### src/rtl/uart_tx_port_pkg.sv
// Shared definitions for the UART transmit port: FSM encoding, status layout
// and the status-word packing helper.
package uart_tx_port_pkg;

  typedef enum logic [1:0] {
    IDLE  = 2'd0,
    START = 2'd1,
    DATA  = 2'd2,
    STOP  = 2'd3
  } tx_state_e;

  localparam int ST_EMPTY   = 0;
  localparam int ST_FULL    = 1;
  localparam int ST_BUSY    = 2;
  localparam int ST_OVF     = 3;
  localparam int ST_CNT_LSB = 4;

  localparam int CMD_BIT     = 15;
  localparam int CMD_CLR_OVF = 0;

  function automatic logic [15:0] pack_status(
    input logic       empty,
    input logic       full,
    input logic       busy,
    input logic       ovf,
    input logic [3:0] cnt
  );
    logic [15:0] s;
    s                     = 16'h0000;
    s[ST_EMPTY]           = empty;
    s[ST_FULL]            = full;
    s[ST_BUSY]            = busy;
    s[ST_OVF]             = ovf;
    s[ST_CNT_LSB +: 4]    = cnt;
    return s;
  endfunction

endpackage

### src/rtl/uart_tx_port_if.sv
// Device-side bus between the I/O port block and the UART transmit port.
interface uart_tx_port_if;

  logic [15:0] wr_data;
  logic        wr_en;
  logic [15:0] status;
  logic        tx;

  modport master (output wr_data, output wr_en, input status, input tx);
  modport slave  (input wr_data, input wr_en, output status, output tx);

endinterface

### src/rtl/uart_tx_port_byte_fifo.sv
// Small synchronous byte FIFO; push while full and pop while empty are ignored,
// both judged on the count held before the edge.
module byte_fifo
  import uart_tx_port_pkg::*;
#(
  parameter int DEPTH = 4,
  localparam int AW = $clog2(DEPTH),
  localparam int CW = AW + 1
) (
  input  logic          clk,
  input  logic          reset,
  input  logic          push,
  input  logic          pop,
  input  logic [7:0]    din,
  output logic [7:0]    dout,
  output logic          empty,
  output logic          full,
  output logic [CW-1:0] count
);

  localparam logic [CW-1:0] CNT_ZERO = {CW{1'b0}};
  localparam logic [CW-1:0] CNT_ONE  = {{(CW-1){1'b0}}, 1'b1};
  localparam logic [CW-1:0] CNT_FULL = CW'(DEPTH);
  localparam logic [AW-1:0] PTR_ONE  = {{(AW-1){1'b0}}, 1'b1};

  logic [7:0]    mem_r [DEPTH];
  logic [AW-1:0] wr_ptr_r;
  logic [AW-1:0] rd_ptr_r;
  logic [CW-1:0] count_r;
  logic          push_ok_s;
  logic          pop_ok_s;

  assign push_ok_s = push && (count_r != CNT_FULL);
  assign pop_ok_s  = pop && (count_r != CNT_ZERO);

  assign dout  = mem_r[rd_ptr_r];
  assign empty = (count_r == CNT_ZERO);
  assign full  = (count_r == CNT_FULL);
  assign count = count_r;

  // storage array, written only on an accepted push
  always_ff @(posedge clk) begin
    if (push_ok_s) begin
      mem_r[wr_ptr_r] <= din;
    end
  end

  // pointers and occupancy; pointer wrap relies on DEPTH being a power of two
  always_ff @(posedge clk) begin
    if (reset) begin
      wr_ptr_r <= {AW{1'b0}};
      rd_ptr_r <= {AW{1'b0}};
      count_r  <= CNT_ZERO;
    end else begin
      if (push_ok_s) begin
        wr_ptr_r <= wr_ptr_r + PTR_ONE;
      end
      if (pop_ok_s) begin
        rd_ptr_r <= rd_ptr_r + PTR_ONE;
      end
      case ({push_ok_s, pop_ok_s})
        2'b10:   count_r <= count_r + CNT_ONE;
        2'b01:   count_r <= count_r - CNT_ONE;
        default: count_r <= count_r;
      endcase
    end
  end

endmodule

### src/rtl/uart_tx_port.sv
// 8N1 serial transmitter fed from the I/O port device-output word; returns a
// registered status word (empty/full/busy/overflow/count).
module uart_tx_port
  import uart_tx_port_pkg::*;
#(
  parameter int CLKS_PER_BIT = 868,
  parameter int FIFO_DEPTH   = 4
) (
  input  logic           clk,
  input  logic           reset,
  uart_tx_port_if.slave  bus
);

  localparam int BAUD_W = $clog2(CLKS_PER_BIT);
  localparam int CNT_W  = $clog2(FIFO_DEPTH) + 1;
  localparam logic [BAUD_W-1:0] BAUD_ZERO = {BAUD_W{1'b0}};
  localparam logic [BAUD_W-1:0] BAUD_ONE  = {{(BAUD_W-1){1'b0}}, 1'b1};
  localparam logic [BAUD_W-1:0] BAUD_LAST = BAUD_W'(CLKS_PER_BIT - 1);

  tx_state_e         state_r;
  tx_state_e         state_next_s;
  logic [BAUD_W-1:0] baud_r;
  logic [2:0]        bit_idx_r;
  logic [7:0]        shift_r;
  logic              ovf_r;
  logic [15:0]       status_r;
  logic              tx_r;
  logic              tx_s;
  logic              baud_wrap_s;
  logic              pop_s;
  logic              push_s;
  logic              clr_ovf_s;
  logic [7:0]        fifo_dout_s;
  logic              fifo_empty_s;
  logic              fifo_full_s;
  logic [CNT_W-1:0]  fifo_count_s;

  assign push_s      = bus.wr_en && !bus.wr_data[CMD_BIT];
  assign clr_ovf_s   = bus.wr_en && bus.wr_data[CMD_BIT] && bus.wr_data[CMD_CLR_OVF];
  assign baud_wrap_s = (baud_r == BAUD_LAST);
  assign bus.tx      = tx_r;
  assign bus.status  = status_r;

  byte_fifo #(.DEPTH(FIFO_DEPTH)) u_fifo (
    .clk   (clk),
    .reset (reset),
    .push  (push_s),
    .pop   (pop_s),
    .din   (bus.wr_data[7:0]),
    .dout  (fifo_dout_s),
    .empty (fifo_empty_s),
    .full  (fifo_full_s),
    .count (fifo_count_s)
  );

  // FSM state register
  always_ff @(posedge clk) begin
    if (reset) begin
      state_r <= IDLE;
    end else begin
      state_r <= state_next_s;
    end
  end

  // next-state decode and FIFO pop request
  always_comb begin
    state_next_s = state_r;
    pop_s        = 1'b0;
    case (state_r)
      IDLE: begin
        if (!fifo_empty_s) begin
          pop_s        = 1'b1;
          state_next_s = START;
        end else begin
          state_next_s = IDLE;
        end
      end
      START: begin
        if (baud_wrap_s) begin
          state_next_s = DATA;
        end else begin
          state_next_s = START;
        end
      end
      DATA: begin
        if (baud_wrap_s && (bit_idx_r == 3'd7)) begin
          state_next_s = STOP;
        end else begin
          state_next_s = DATA;
        end
      end
      STOP: begin
        if (baud_wrap_s) begin
          state_next_s = IDLE;
        end else begin
          state_next_s = STOP;
        end
      end
      default: begin
        state_next_s = IDLE;
        pop_s        = 1'b0;
      end
    endcase
  end

  // line level implied by the current state; registered below so tx lags by one cycle
  always_comb begin
    tx_s = 1'b1;
    case (state_r)
      IDLE:    tx_s = 1'b1;
      START:   tx_s = 1'b0;
      DATA:    tx_s = shift_r[0];
      STOP:    tx_s = 1'b1;
      default: tx_s = 1'b1;
    endcase
  end

  // registered serial output
  always_ff @(posedge clk) begin
    if (reset) begin
      tx_r <= 1'b1;
    end else begin
      tx_r <= tx_s;
    end
  end

  // baud counter, bit index and shift register
  always_ff @(posedge clk) begin
    if (reset) begin
      baud_r    <= BAUD_ZERO;
      bit_idx_r <= 3'd0;
      shift_r   <= 8'h00;
    end else begin
      case (state_r)
        IDLE: begin
          baud_r    <= BAUD_ZERO;
          bit_idx_r <= 3'd0;
          if (pop_s) begin
            shift_r <= fifo_dout_s;
          end
        end
        START: begin
          baud_r    <= baud_wrap_s ? BAUD_ZERO : baud_r + BAUD_ONE;
          bit_idx_r <= 3'd0;
        end
        DATA: begin
          baud_r <= baud_wrap_s ? BAUD_ZERO : baud_r + BAUD_ONE;
          if (baud_wrap_s) begin
            shift_r   <= {1'b0, shift_r[7:1]};
            bit_idx_r <= bit_idx_r + 3'd1;
          end
        end
        STOP: begin
          baud_r <= baud_wrap_s ? BAUD_ZERO : baud_r + BAUD_ONE;
        end
        default: begin
          baud_r    <= BAUD_ZERO;
          bit_idx_r <= 3'd0;
        end
      endcase
    end
  end

  // sticky overflow: a data write that meets a full FIFO is lost, even if a pop coincides
  always_ff @(posedge clk) begin
    if (reset) begin
      ovf_r <= 1'b0;
    end else if (push_s && fifo_full_s) begin
      ovf_r <= 1'b1;
    end else if (clr_ovf_s) begin
      ovf_r <= 1'b0;
    end else begin
      ovf_r <= ovf_r;
    end
  end

  // status word, one cycle behind the state it reports
  always_ff @(posedge clk) begin
    if (reset) begin
      status_r <= pack_status(1'b1, 1'b0, 1'b0, 1'b0, 4'h0);
    end else begin
      status_r <= pack_status(fifo_empty_s, fifo_full_s, (state_r != IDLE),
                              ovf_r, 4'(fifo_count_s));
    end
  end

endmodule

### src/flat_wrapper.sv
// flat-port wrapper written by rule: the top's interface ports become plain ports
module uart_tx_port_flat import uart_tx_port_pkg::*;
#(
  parameter int CLKS_PER_BIT = 868,
  parameter int FIFO_DEPTH   = 4
)
  (clk, reset, bus_wr_data, bus_wr_en, bus_status, bus_tx);
  uart_tx_port_if bus_i ();
  input  logic clk;
  input  logic reset;
  input wire logic [$bits(bus_i.wr_data)-1:0] bus_wr_data;
  input wire logic [$bits(bus_i.wr_en)-1:0] bus_wr_en;
  output wire logic [$bits(bus_i.status)-1:0] bus_status;
  output wire logic [$bits(bus_i.tx)-1:0] bus_tx;
  assign bus_i.wr_data = bus_wr_data;
  assign bus_i.wr_en = bus_wr_en;
  assign bus_status = bus_i.status;
  assign bus_tx = bus_i.tx;
  uart_tx_port #(.CLKS_PER_BIT(CLKS_PER_BIT), .FIFO_DEPTH(FIFO_DEPTH)) u_core (.clk(clk), .reset(reset), .bus(bus_i));
endmodule
### config.mk
export PLATFORM = sky130hd
export DESIGN_NAME = uart_tx_port_flat
export DESIGN_NICKNAME = d
export VERILOG_FILES = /design/src/rtl/uart_tx_port_pkg.sv /design/src/rtl/uart_tx_port_if.sv /design/src/rtl/uart_tx_port_byte_fifo.sv /design/src/rtl/uart_tx_port.sv /design/src/flat_wrapper.sv
export SDC_FILE = /design/constraint.sdc
export NUM_CORES = 1
export LEC_CHECK = 0
export ABC_AREA = 1
export CORE_UTILIZATION = 56
export DETAILED_ROUTE_END_ITERATION = 16
export GPL_TIMING_DRIVEN = 0
export HOLD_SLACK_MARGIN = 0.1
export PLACE_DENSITY = 0.89
export SLEW_MARGIN = 0
export SYNTH_ARGS = -nofsm -noshare
export SYNTH_HDL_FRONTEND = slang
export SYNTH_SLANG_ARGS = --single-unit
export TNS_END_PERCENT = 1
### constraint.sdc
create_clock -name clk -period 3.2 [get_ports clk]
set_clock_uncertainty 0.15 [all_clocks]
set_input_delay 0.48 -clock clk [delete_from_list [all_inputs] [get_ports clk]]
set_output_delay 0.48 -clock clk [all_outputs]
set_load 0.05 [all_outputs]
### Word-level counts from Yosys, hierarchy flattened

Memories as Yosys holds them, arrays and structs flattened. A register that Yosys moved wholly into a read port is not among the register bits.
Index checks and enable logic that the tools add are counted.
Widths: inputs -> output; s select.

* add/subtract/negate cells: 6
* mux-type cells: 22
* eq/ne operators: 11
* reduce and logical (&&, ||, !) cells: 21

Operators with widths (number)
* $pmux 10 s2: 1
* $mux 8: 2
* $pmux 8 s2: 1
* $pmux 3 s2: 2
* $add 10x1->10 const B: 1
* $eq 10x10->1 const B: 1
* $mux 10: 1
* $reduce_bool 2->1: 5
* $mux 1: 8
* $mux 2: 4
* $pmux 2 s4: 1
* $logic_and 1x1->1: 7
* $add 3x1->3 const B: 2
* $eq 2x2->1 const B: 3
* $eq 3x3->1 const B: 2
* $add 2x1->2 const B: 2
* $eq 2x1->1 const B: 2
* $reduce_or 2->1: 2
* $logic_not 3->1: 1
* $mux 3: 1
* $ne 3x3->1 const B: 1
* $pmux 1 s3: 1
* $reduce_and 3->1: 1
* $reduce_bool 3->1: 1
* other kinds (7): 7

* memories: 1
* bits in registers: 48
* input port bits: 19
* memory bits (writable): 32

Memories
* u_core.u_fifo.mem_r: depth 4, bits a word 8, rd ports 1, clocked after memory_dff 1, wr ports 1, RTL line uart_tx_port_byte_fifo.sv:26 `logic [7:0] mem_r [DEPTH];`

### Logic depth before layout (Yosys ltp)

* depth after elaboration: 6
* depth in mapped cells: 12
* mapped depth without buffers: 12

### Modules after synthesis

Synthesis repeated with hierarchy kept, for this count alone.

* cells, all modules: 342
* area, all modules: 3256.9 sq um

Modules (own cells, without submodules)
* byte_fifo: area each 1691.6 sq um, cells an instance 146, times used 1
* uart_tx_port: area each 1565.3 sq um, cells an instance 196, times used 1

### Worst setup path before layout

Ideal clock, no wire load.

* kind: register to register
* from: register u_core.state_r[0]
* to: register u_core.u_fifo.count_r[2] (netlist: u_core.u_fifo.count[2])
* buffers on the path: 0
* setup slack: 981 ps
* clock period less this slack: 2219 ps
* cell stages (with the launch flop): 12
* data arrival time: 1946 ps
* required time: 2928 ps
* cells stage by stage: dfxtp_1 > inv_1 > ha_1 > inv_1 > nor2_1 > ha_1 > inv_1 > fa_1 > a21oi_1 > o21ai_0 > o21ai_0 > a21oi_1

* word-level cells in the longest chain between the ends: 5

RTL lines
* start: declaration: RTL line uart_tx_port.sv:20 `tx_state_e state_r;`
* start signal: assignment: RTL line uart_tx_port.sv:61 `state_r <= state_next_s;`
* $logic_not 2->1 (*): RTL line uart_tx_port.sv:69 `case (state_r)`
* $mux 1 (*): RTL line uart_tx_port.sv:69
* $logic_and 1x1->1 (*): RTL line uart_tx_port_byte_fifo.sv:34 `assign pop_ok_s = pop && (count_r != CNT_ZERO);`
* named net u_core.u_fifo.pop_ok_s: RTL line uart_tx_port_byte_fifo.sv:31 `logic pop_ok_s;`
* $eq 2x1->1 or $eq 2x2->1 (tied branches): RTL line uart_tx_port_byte_fifo.sv:61 `case ({push_ok_s, pop_ok_s})`
* $pmux 3 s2 or $reduce_bool 2->1 (tied branches)
* end signal: assignment: RTL line uart_tx_port_byte_fifo.sv:62 `2'b10: count_r <= count_r + CNT_ONE;`
* end signal: assignment: RTL line uart_tx_port_byte_fifo.sv:63 `2'b01: count_r <= count_r - CNT_ONE;`
* end signal: assignment: RTL line uart_tx_port_byte_fifo.sv:64 `default: count_r <= count_r;`
* end: declaration: RTL line uart_tx_port_byte_fifo.sv:29 `logic [CW-1:0] count_r;`

The timed path passes the listed nets; every way through them passes the cells marked *.
A chain may end at the register's enable or synchronous reset.

### Final worst setup path

* from: register u_core.state_r[1]
* to: register u_core.u_fifo.count_r[2] (netlist: u_core.u_fifo.count[2])

Same word-level chain as after synthesis.

==> flow_summary.ini <==
[global_routing]
grt_usage = 0.221
grt_pass1_vias = 2409
grt_max_degree = 12
grt_overflow = 0
grt_pass1_wl_mm = 10.1
antenna_found_initial = 0

[critical_path]
worstPathArrival_ns = 2.68
cp-startpoint = u_core.state_r[1]
cp_common_cell = inv_1
cp_cell_sequence = inv_1, ha_1, inv_1, nor2_1, ha_1, inv_1, fa_1, a21oi_1, o21ai_0, o21ai_0, a21oi_1
crit_fanout = 5
crit_type = flip-flop to flip-flop
r2r-end = u_core.u_fifo.count[2]
r2r_start = u_core.state_r[1]
crit_end = u_core.u_fifo.count[2]
r2r_cells = 11
max_stage_delay_ns = 0.45
startpoint_type = flip-flop
regToRegSetupSlack_ns = 0.60
cp-end-kind = flip-flop
slowest_stage = fa_1
cp.required_ns = 3.28

[synthesis]
synth_top_area_cell = edfxtp_1
yosys-top-cells-area = edfxtp_1 (30%), dfxtp_1 (25%), nand2_1 (8.7%)
ys_ff_latch = 73
yosysUniqueCellTypes = 27
synthCells = 373
seq_area_frac_synth = 0.552
yosys_warnings = 0
syn_area_per_cell_um2 = 8.65
synthesis.area_mm2 = 0.00323
synth_top_area_share = 0.298

[die]
die_h_um = 77.9
start_util = 0.582
core_mm2 = 0.00554
die_w_um = 77.9
ioPinCount = 36
num_rows = 27
die-area_mm2 = 0.00607

[cts]
cts_tree = built
cts_inserted_buffers = 9
path_clk_slew_ns = 0.07
cts_root_buffer = clkbuf_8
clockBufferDepth = 2
cts.htree.levels = 3
clk_latency_ns = 0.35
cts_sinks = 73
cts_setup_buffers = 0
cts_resized = 0
holdBufCountCts = 0

[finish]
final_cell_mix = nand2_1 (75), nor2_1 (72), inv_1 (45)
final_cell_area_mm2 = 0.00372
drive_gt1_frac = 0.0865
antenna_cells = 0
fillCellCount = 429
layout_commonest_cell = nand2_1
syn2layout_area_growth_pct = 15.2
nNetsFinal = 444

[drt]
drc_errors = 0
drtAntennaViolNets = 0
routed_via_density = 4.93
wl_per_cell_um = 12.3
dr.pass1.iters = 4
num_vias = 2405
drt_wl_total_mm = 5.98
initialDrtViolationCount = 180

[run_status]
status = complete, no violations

[sta]
worst_slew_pin_slew_ns = 0.864
fmax_ghz = 0.385
hold_viol = 0
relSlewSlack = 0.422
finalCriticalPeriod_ns = 2.60
rsz0062_at_grt = false
finalSetupViolations = 0
fin_crit_sh = 0.813
drv_slew = 0
setup_tns_ns = 0

[place]
placed_area_mm2 = 0.00354
io_buffers = 19
dp_hpwl_mm = 4.28
gp_congestion = 0.889

[power]
p_leak_uw = 0.00158
total_power_uw = 2760
ir_worst_vdd_v = 0.000436
power_density_mw_per_mm2 = 742

[hold_path]
hold_depth = 2
hold_class = flip-flop to flip-flop

[job]
cap_violations = 0
through the flow:
stage           util  setup WS (ns)  hold slack (ns)  instances
2_1_floorplan      -          0.981            0.250        381
6_report       0.671          0.600            0.285        488
4_1_cts        0.671          0.587            0.292        488
3_3_place_gp   0.638          0.518            0.263        472
3_5_place_dp   0.638          0.456            0.280        472
5_1_grt        0.671          0.364            0.323        488
power by group:
part / switching [µW] / internal (µW) / total, µW
clock network: 314 / 356 / 670
logic: 615 / 316 / 932
registers: 55.1 / 1100 / 1160
worst min-delay path by stage:
stage / from / to / slack [ns]
after floorplan: u_core.ovf_r / u_core.bus.status[3] / 0.25
after global placement: u_core.ovf_r / u_core.bus.status[3] / 0.26
after detailed placement: u_core.ovf_r / u_core.bus.status[3] / 0.28
after CTS: u_core.ovf_r / u_core.bus.status[3] / 0.29
after global routing: u_core.u_fifo.count[0] / u_core.u_fifo.count[0] / 0.32
final: u_core.ovf_r / u_core.bus.status[3] / 0.29
cells in the mapped netlist:
cell type and n:
nand2_1 75, nor2_1 72, inv_1 45, dfxtp_1 41
edfxtp_1 32, o21ai_0 30, a21oi_1 16, ha_1 13
buf_4 10, nand3_1 9, nor3b_1 5, nor3_1 4
or2_2 3, buf_2 2, clkbuf_1 2, clkbuf_2 2
nand2_2 2, a22o_1 1, buf_1 1, buf_6 1
clkinv_1 1, conb_1 1, fa_1 1, nand3_2 1
nand3_4 1, nor2_2 1, nor3_2 1
registers in the layout (all words and copies together) (netlist names), named ones only:
| register | count |
|---|---|
| u_core.baud_r | 10 |
| u_core.bit_idx_r | 3 |
| u_core.bus.status | 7 |
| u_core.bus.tx | 1 |
| u_core.ovf_r | 1 |
| u_core.shift_r | 8 |
| u_core.state_r | 2 |
| u_core.u_fifo.count | 3 |
| u_core.u_fifo.mem_r | 32 |
| u_core.u_fifo.rd_ptr_r | 2 |
| u_core.u_fifo.wr_ptr_r | 2 |
cell families after synthesis:
logic type | after synthesis | synth area share
fa+ha+maj | 14 | 0.0566
compound gates | 47 | 0.0741
buf+inv | 64 | 0.0900
simple gates | 174 | 0.226
other cells | 1 | 0.00116
flops | 73 | 0.552
worst max-delay path: cells and delay by family, from the launching register on:
kind | cells | cell delay [ns]
AOI/OAI and AO/OA | 4 | 0.50
buffers and inverters | 3 | 0.28
DFF | 1 | 0.34
adders and majority gates | 3 | 0.92
and+or+nand+nor | 1 | 0.30
per-layer routing:
layer | part of all wire | global-route usage | routed length [µm]
met5 | 0 | 0 | 0
met4 | 0.015 | 0.106 | 92
met3 | 0.051 | 0.0565 | 306
met2 | 0.51 | 0.402 | 3060
met1 | 0.42 | 0.238 | 2520
cell type report:
class                      instances  area (µm²)  area share
timing repair buffer              19         190      0.0512
clock inverter                     4        43.8      0.0118
tap                               72        90.1      0.0242
buffer                            18         118      0.0316
multi-input combinational        244        1180       0.319
sequential                        73        1780       0.479
clock buffer                      12         135      0.0364
inverter                          46         173      0.0465
Note: power is estimated with default switching activity, not from simulation.
